**src/rtl/matrix_pkg.sv**
```systemverilog
// Shared definitions for the matrix result serializer slice.
// Holds the vector geometry, index width and FSM state encoding used by
// the serializer top and its helpers.
package matrix_pkg;

  // Number of result elements produced per constant-matrix multiply
  localparam int VEC_LEN = 3;

  // Width of the element index carried alongside each output element
  localparam int IDX_W = 2;

  // Index of the final element of a vector
  localparam logic [IDX_W-1:0] LAST_IDX = IDX_W'(VEC_LEN - 1);

  // Serializer FSM: IDLE waits for a vector, SEND streams its elements
  typedef enum logic {
    IDLE = 1'b0,
    SEND = 1'b1
  } state_e;

  // Index of the element that follows the given one within a vector
  function automatic logic [IDX_W-1:0] next_idx(input logic [IDX_W-1:0] idx);
    return idx + IDX_W'(1);
  endfunction

endpackage

```
**src/rtl/matrix_vec_counter.sv**
```systemverilog
// Free-running vector counter for the serializer.
// Counts enabled cycles with an 8-bit (default) wrap-around and a
// synchronous active-low clear that dominates the enable.
module matrix_vec_counter #(
  parameter int W = 8
) (
  input  logic         clk_i,
  input  logic         clr_n_i,
  input  logic         en_i,
  output logic [W-1:0] count_o
);

  logic [W-1:0] count_q;
  logic [W-1:0] count_d;

  // Next count: step by one on enable, natural wrap from all-ones to zero
  always_comb begin
    count_d = count_q;
    if (en_i) begin
      count_d = count_q + {{(W-1){1'b0}}, 1'b1};
    end
  end

  // Count register with clear taking priority over counting
  always_ff @(posedge clk_i) begin
    if (!clr_n_i) begin
      count_q <= '0;
    end else begin
      count_q <= count_d;
    end
  end

  assign count_o = count_q;

endmodule

```
**src/rtl/matrix_result_serializer.sv**
```systemverilog
// Matrix result serializer.
// Accepts a three-element result vector from the constant-matrix multiplier
// in one cycle and streams it out one element per cycle with a valid/ready
// handshake. A new vector can be accepted on the same cycle the last element
// leaves, so back-to-back vectors stream without bubbles.
//
// Optional feature: define MATRIX_RESULT_ACC_EN to add the acc_clr input.
// With it, each captured vector is added element-wise into the held buffer
// (modulo 2^DATA_W) unless acc_clr requests a plain load, and the buffer
// persists across idle periods.
module matrix_result_serializer
  import matrix_pkg::*;
#(
  parameter int DATA_W = 16
) (
  input  logic              clk,
  input  logic              rst_n,
  input  logic              in_valid,
  output logic              in_ready,
  input  logic [DATA_W-1:0] c0,
  input  logic [DATA_W-1:0] c1,
  input  logic [DATA_W-1:0] c2,
`ifdef MATRIX_RESULT_ACC_EN
  input  logic              acc_clr,
`endif
  output logic              out_valid,
  input  logic              out_ready,
  output logic [DATA_W-1:0] out_data,
  output logic [IDX_W-1:0]  out_idx,
  output logic              out_last,
  output logic [7:0]        vec_count,
  output logic              busy
);

  state_e             state_q;
  state_e             state_d;
  logic [IDX_W-1:0]   idx_q;
  logic [IDX_W-1:0]   idx_d;
  logic [DATA_W-1:0]  elem_q [VEC_LEN];
  logic [DATA_W-1:0]  elem_d [VEC_LEN];
  logic [DATA_W-1:0]  out_data_q;
  logic [DATA_W-1:0]  out_data_d;
  logic [DATA_W-1:0]  cap    [VEC_LEN];
  logic [DATA_W-1:0]  next_elem;
  logic               at_last;
  logic               accept;
  logic               advance;

  // True while the element currently presented is the final one of its vector
  assign at_last = (idx_q == LAST_IDX);

  // Handshake qualifiers shared by the FSM and the datapath
  assign accept  = in_valid && in_ready;
  assign advance = out_valid && out_ready && !at_last;

  // State register
  always_ff @(posedge clk) begin
    if (!rst_n) begin
      state_q <= IDLE;
    end else begin
      state_q <= state_d;
    end
  end

  // Next-state logic: stay in SEND across the last element when a new vector is waiting
  always_comb begin
    state_d = state_q;
    case (state_q)
      IDLE: begin
        if (in_valid) begin
          state_d = SEND;
        end
      end
      SEND: begin
        if (out_ready && at_last) begin
          state_d = in_valid ? SEND : IDLE;
        end
      end
      default: state_d = IDLE;
    endcase
  end

  // FSM outputs, including the combinational in_ready that enables zero-bubble reload
  always_comb begin
    out_valid = (state_q == SEND);
    busy      = (state_q == SEND);
    out_last  = (state_q == SEND) && at_last;
    in_ready  = (state_q == IDLE) || ((state_q == SEND) && at_last && out_ready);
  end

  // Value written into each buffer slot when a vector is accepted
`ifdef MATRIX_RESULT_ACC_EN
  always_comb begin
    cap[0] = acc_clr ? c0 : elem_q[0] + c0;
    cap[1] = acc_clr ? c1 : elem_q[1] + c1;
    cap[2] = acc_clr ? c2 : elem_q[2] + c2;
  end
`else
  always_comb begin
    cap[0] = c0;
    cap[1] = c1;
    cap[2] = c2;
  end
`endif

  // Buffered element that will be presented after the current one
  always_comb begin
    case (next_idx(idx_q))
      2'd1:    next_elem = elem_q[1];
      2'd2:    next_elem = elem_q[2];
      default: next_elem = elem_q[0];
    endcase
  end

  // Datapath next-state: capture on accept, step index and output register on advance
  always_comb begin
    idx_d      = idx_q;
    out_data_d = out_data_q;
    for (int i = 0; i < VEC_LEN; i++) begin
      elem_d[i] = elem_q[i];
    end
    if (accept) begin
      idx_d      = '0;
      out_data_d = cap[0];
      for (int i = 0; i < VEC_LEN; i++) begin
        elem_d[i] = cap[i];
      end
    end else if (advance) begin
      idx_d      = next_idx(idx_q);
      out_data_d = next_elem;
    end
  end

  // Datapath registers; out_data comes straight from a flop so c0..c2 never reach it combinationally
  always_ff @(posedge clk) begin
    if (!rst_n) begin
      idx_q      <= '0;
      out_data_q <= '0;
      for (int i = 0; i < VEC_LEN; i++) begin
        elem_q[i] <= '0;
      end
    end else begin
      idx_q      <= idx_d;
      out_data_q <= out_data_d;
      for (int i = 0; i < VEC_LEN; i++) begin
        elem_q[i] <= elem_d[i];
      end
    end
  end

  assign out_data = out_data_q;
  assign out_idx  = idx_q;

  // Accepted-vector counter, cleared together with the rest of the block
  matrix_vec_counter #(
    .W(8)
  ) u_vec_counter (
    .clk_i   (clk),
    .clr_n_i (rst_n),
    .en_i    (accept),
    .count_o (vec_count)
  );

endmodule

```
**config.mk**
```make
export PLATFORM = sky130hd
export DESIGN_NAME = matrix_result_serializer
export DESIGN_NICKNAME = d
export VERILOG_FILES = /design/src/rtl/matrix_pkg.sv /design/src/rtl/matrix_vec_counter.sv /design/src/rtl/matrix_result_serializer.sv
export SDC_FILE = /design/constraint.sdc
export NUM_CORES = 1
export LEC_CHECK = 0
export CAP_MARGIN = 20
export CORE_MARGIN = 2
export CORE_UTILIZATION = 49
export CTS_CLUSTER_DIAMETER = 30
export DETAILED_ROUTE_END_ITERATION = 6
export PLACE_DENSITY = 0.79
export SKIP_CTS_REPAIR_TIMING = 1
export SKIP_LAST_GASP = 1
export SLEW_MARGIN = 40
export SYNTH_ARGS = -nofsm -noshare
export SYNTH_HDL_FRONTEND = slang
export SYNTH_SLANG_ARGS = --single-unit
```
**constraint.sdc**
```tcl
create_clock -name clk -period 2.2 [get_ports clk]
set_input_delay 0.22 -clock clk [delete_from_list [all_inputs] [get_ports clk]]
set_output_delay 0.22 -clock clk [all_outputs]
set_load 0.05 [all_outputs]
```
Word-level counts from Yosys, hierarchy flattened

Memories as Yosys holds them, arrays and structs flattened.
Cells that the tools add are included.

Add/subtract/negate cells: 2
Equality and inequality tests: 3
Mux-type cells: 12
Bitwise gates (word level): 5
Reduce and logical (&&, ||, !) cells: 10

Operators by type and width:

| operator            | count |
|---|---|
| $mux 16             | 5 |
| $mux 48             | 1 |
| $pmux 16 s2         | 1 |
| $add 8x1->8 const B | 1 |
| $logic_and 1x1->1   | 6 |
| $eq 2x2->1 const B  | 2 |
| $mux 1              | 4 |
| $or 1x1->1          | 3 |
| $add 2x1->2 const B | 1 |
| $eq 2x1->1 const B  | 1 |
| $not 1->1           | 2 |
| $pmux 1 s2          | 1 |
| $reduce_bool 2->1   | 1 |
| $reduce_or 2->1     | 1 |
| $logic_not 1->1     | 1 |
| $logic_or 1x1->1    | 1 |

Bits in registers: 27
RAM bits: 48
Input bits: 52
Word-level logic and storage cells: 37
Memories: 1

Memory list:

| memory | words | width | rd ports | clocked after Yosys merged registers in | write ports | RTL line                       | source |
|---|---|---|---|---|---|---|---|
| elem_q | 3     | 16    | 3        | 0                                       | 3           | matrix_result_serializer.sv:39 | `logic [DATA_W-1:0] elem_q [VEC_LEN];` |

Depth between registers and ports, before layout

Word-level depth: 7
Mapped depth: 9
Gate-level depth less buffers: 6

Cells and area by module

Synthesis repeated with hierarchy kept, for this count alone.

Cell total of the unflattened synthesis: 378
Area, all modules: 3253.1 µm²

Modules (own cells, without submodules):

| module                   | instances | cells an instance | area an instance (µm²) |
|---|---|---|---|
| matrix_result_serializer | 1         | 341               | 2894.0 |
| matrix_vec_counter       | 1         | 37                | 359.1 |

Least setup slack after synthesis

No wires, ideal clock.

Kind: register to register
From: register idx_q[0], in the netlist out_idx[0]
To: register out_data_q[11], in the netlist out_data[11]
Data arrival time: 2129 ps
Required time: 2130 ps
Setup slack: 1 ps
Cell stages (with the launch flop): 9
Buffers on the path: 2
Path through: dfxtp_1 inv_1 ha_1 buf_2 nor2_1 buf_2 a21oi_1 a211o_1 a21boi_1

Longest elaborated chain between the ends: 6
Elaborated cells between the ends (all ways): 14
Those cells by class: add/sub (1); eq/ne (3); mux (3); reduce/logical (7)

RTL lines:

| element                                             | RTL line                        | source |
|---|---|---|
| start: declaration                                  | matrix_result_serializer.sv:37  | `logic [IDX_W-1:0] idx_q;` |
| start signal: assignment                            | matrix_result_serializer.sv:143 | `idx_q <= idx_d;` |
| branches (longest 6 deep; another with $add 2x1->2) | --                              |  |
| end signal: assignment                              | matrix_result_serializer.sv:144 | `out_data_q <= out_data_d;` |
| end: declaration                                    | matrix_result_serializer.sv:41  | `logic [DATA_W-1:0] out_data_q;` |

Parallel ways; which one is timed is not known. The select of a mux whose other input is x is not followed.
A chain may end at the register's enable or synchronous reset.

Worst setup path after layout

From: register idx_q[0], in the netlist out_idx[0]
To: register out_data_q[14], in the netlist out_data[14]

Same word-level chain as after synthesis.

==> impl_metrics.tcl <==
set metrics [dict create \
    die_w_um 85.50 \
    hpwl_um 4981 \
    rsz0062_at_grt "no" \
    synth_xor_area_share_pct 1.884 \
    num_antenna_cells 0 \
    drc_errors 0 \
    syn_inst 383 \
    finalSetupViolations 0 \
    synth_top_family_by_area "compound AO/OA/AOI/OAI gates" \
    fin_hold_ws_ps 264.4 \
    rows 29 \
    dr.pass1.iters 4 \
    rr_startpoint "out_idx[0]" \
    yosysUniqueCellTypes 30 \
    synth_mux_area_share_pct 0 \
    worstReg2RegEnd "out_data[14]" \
    synth_area_per_cell_um2 8.497 \
    grt_overflow_total 0 \
    antenna_found_initial 0 \
    cts_buffers 9 \
    drive_gt1_share_pct 5.908 \
    grt_pass1_wl_um 12260 \
    min_path_type "in -> reg" \
    start_kind "flop" \
    coreArea_um2 6386 \
    synth-adder-area-share_pct 1.538 \
    clock_skew_ps 12.05 \
    place.gp.congestion 0.7434 \
    hold_start "rst_n" \
    first_iter_violations 160 \
    via_per_inst 5.335 \
    layout_common_cells "nand2_1 (104), clkdlybuf4s50_1 (78), dfxtp_1 (75)" \
    critPathRequiredTime_ps 2450 \
    grt_pass1_vias 2529 \
    cp-end-kind "flop" \
    hold_viol_final 0 \
    start_util_pct 50.96 \
    clk_latency_ps 340 \
    port_buffers 81 \
    slew_headroom_pct 65.77 \
    cts_sinks 75 \
    synth_nets 439 \
    num_vias 2849 \
    post_drt_wl_per_cell_um 14.32 \
    fin_setup_tns_ps 0 \
    min_period_ps 1978 \
    track_usage_pct 21.43 \
    yosys_register_bits 75 \
    tritoncts "done" \
    cellPowerDensity_nw_per_um2 730.7 \
    root_buffer "clkbuf_8" \
    dieArea_um2 7309 \
    min_to "out_idx[1]" \
    crit_fanout 64 \
    worstMarginPinSlew_ps 512.7 \
    reg2reg_depth 7 \
    drv_slew 0 \
    top_level_ports 82 \
    p_leak_uw 0.001620 \
    clk_pin_slew_ps 80 \
    wl_um 7647 \
    whs_path_depth 3 \
    max_freq_ghz 0.5056 \
    grt_max_degree 65 \
    cap_violations 0 \
    antenna_left 0 \
    fin_nets 509 \
    crit_type "reg -> reg" \
    seq_area_frac_synth_pct 46.14 \
    synth_compound_area_share_pct 26.72 \
    critPathArrivalTime_ps 2230 \
    status "completed" \
    yosysWarnings 0 \
    r2r_slack_ps 220 \
    peakVddDrop_mv 0.4884 \
    netlist_area_um2 3254 \
    die_h_um 85.50 \
    area_delta_synth_final_pct 32.06 \
    finalCritPeriodShare_pct 89.90 \
    final_common_cell "nand2_1" \
    synth_simple_gate_area_share_pct 18.38 \
    cts_max_path_buffers 2 \
    h-tree-depth 3 \
]
[cell families (layout without fill, tap and decap cells)]
group                    Yosys count  count (layout)
AND/OR/NAND/NOR                  144             144
AO/OA/AOI/OAI                    118             118
flip-flops                        75              75
buffers and inverters             35             109
XOR/XNOR                           7               7
adder cells (fa/ha/maj)            4               4
[final cells by class]
type | instances | area [um^2]
repair buffers | 90 | 898.4
multi-input cells | 273 | 1580
clock inverters | 5 | 78.83
inverters | 4 | 15.01
flip-flops and latches | 75 | 1501
well taps | 77 | 96.34
fillers | 531 | 2088
clock buffers | 10 | 127.6
[flip-flops by register name, indices dropped and copies added, names as in the netlist]
| name | flops |
|---|---|
| elem_q | 48 |
| out_data | 16 |
| u_vec_counter.count_o | 8 |
| out_idx | 2 |
| busy | 1 |
[worst max-delay path, cell delays in order (launching register included)]
cell and delay [ps]:
dfxtp_1 390, inv_1 80, ha_1 250, a21bo_1 290, and2_2 250, buf_12 190
a211o_1 240, a21boi_0 180
[Yosys cell counts (all sizes together)]
| cell | count | area [um^2] |
|---|---|---|
| o2111a | 1 | 11.26 |
| and3b | 1 | 8.760 |
| and2 | 9 | 56.30 |
| or4 | 1 | 7.510 |
| a21boi | 66 | 495.5 |
| and3 | 3 | 18.77 |
| nand2 | 105 | 396.6 |
| nor2b | 1 | 6.260 |
| ha | 4 | 50.05 |
| a221oi | 1 | 8.760 |
| nor2 | 17 | 63.81 |
| nand3 | 4 | 20.02 |
| dfxtp | 75 | 1501 |
| nand3b | 1 | 7.510 |
| a21oi | 17 | 85.08 |
| nand4 | 2 | 12.51 |
| o21bai | 1 | 7.510 |
| buf | 15 | 98.84 |
| xnor2 | 7 | 61.31 |
| clkbuf | 16 | 60.06 |
| inv | 4 | 15.01 |
| a22oi | 15 | 112.6 |
| o31ai | 1 | 7.510 |
| a211o | 15 | 131.4 |
| a21bo | 1 | 10.01 |
[through the flow]
stage / std cells / utilization (%) / setup WS (ps) / area, um^2 / total power [uW]
after floorplan: 383 / - / 0.6088 / 3254 / 1839
after global placement: 519 / 64.03 / 306.2 / 4089 / 2042
after detailed placement: 519 / 64.03 / 219.0 / 4089 / 2052
after CTS: 534 / 67.26 / 16.01 / 4295 / 3156
after global routing: 534 / 67.30 / 74.96 / 4298 / 3278
final: 534 / 67.30 / 222.3 / 4298 / 3140
[how the worst max path moves through the flow]
| stage | from | endpoint | slack (ps) | depth (start not counted) |
|---|---|---|---|---|
| finish | out_idx[0] | out_data[14] | 220 | 7 |
| global route | out_idx[0] | out_data[13] | 70 | 7 |
| CTS | out_idx[0] | out_last | 20 | 4 |
| detailed placement | out_ready | out_data[14] | 220 | 6 |
| global placement | out_ready | out_data[13] | 310 | 6 |
| floorplan | out_idx[0] | out_data[11] | 0.6 | 8 |
[power by group]
part           leakage [uW]  total [uW]  internal, uW  switching [uW]
Clock              0.000106        1120           631             487
Sequential         0.000615        1480          1440            44.2
Combinational      0.000898         543           242             300
Total               0.00162        3140          2310             832
[layer usage]
| layer | GRT usage [%] | part of all wire [%] |
|---|---|---|
| met1 | 31.60 | 49 |
| met4 | 6.638 | 0.97 |
| met5 | 0 | 0 |
| met2 | 30.89 | 45 |
| met3 | 5.390 | 5.4 |
Power figures use the tool's default switching activity.
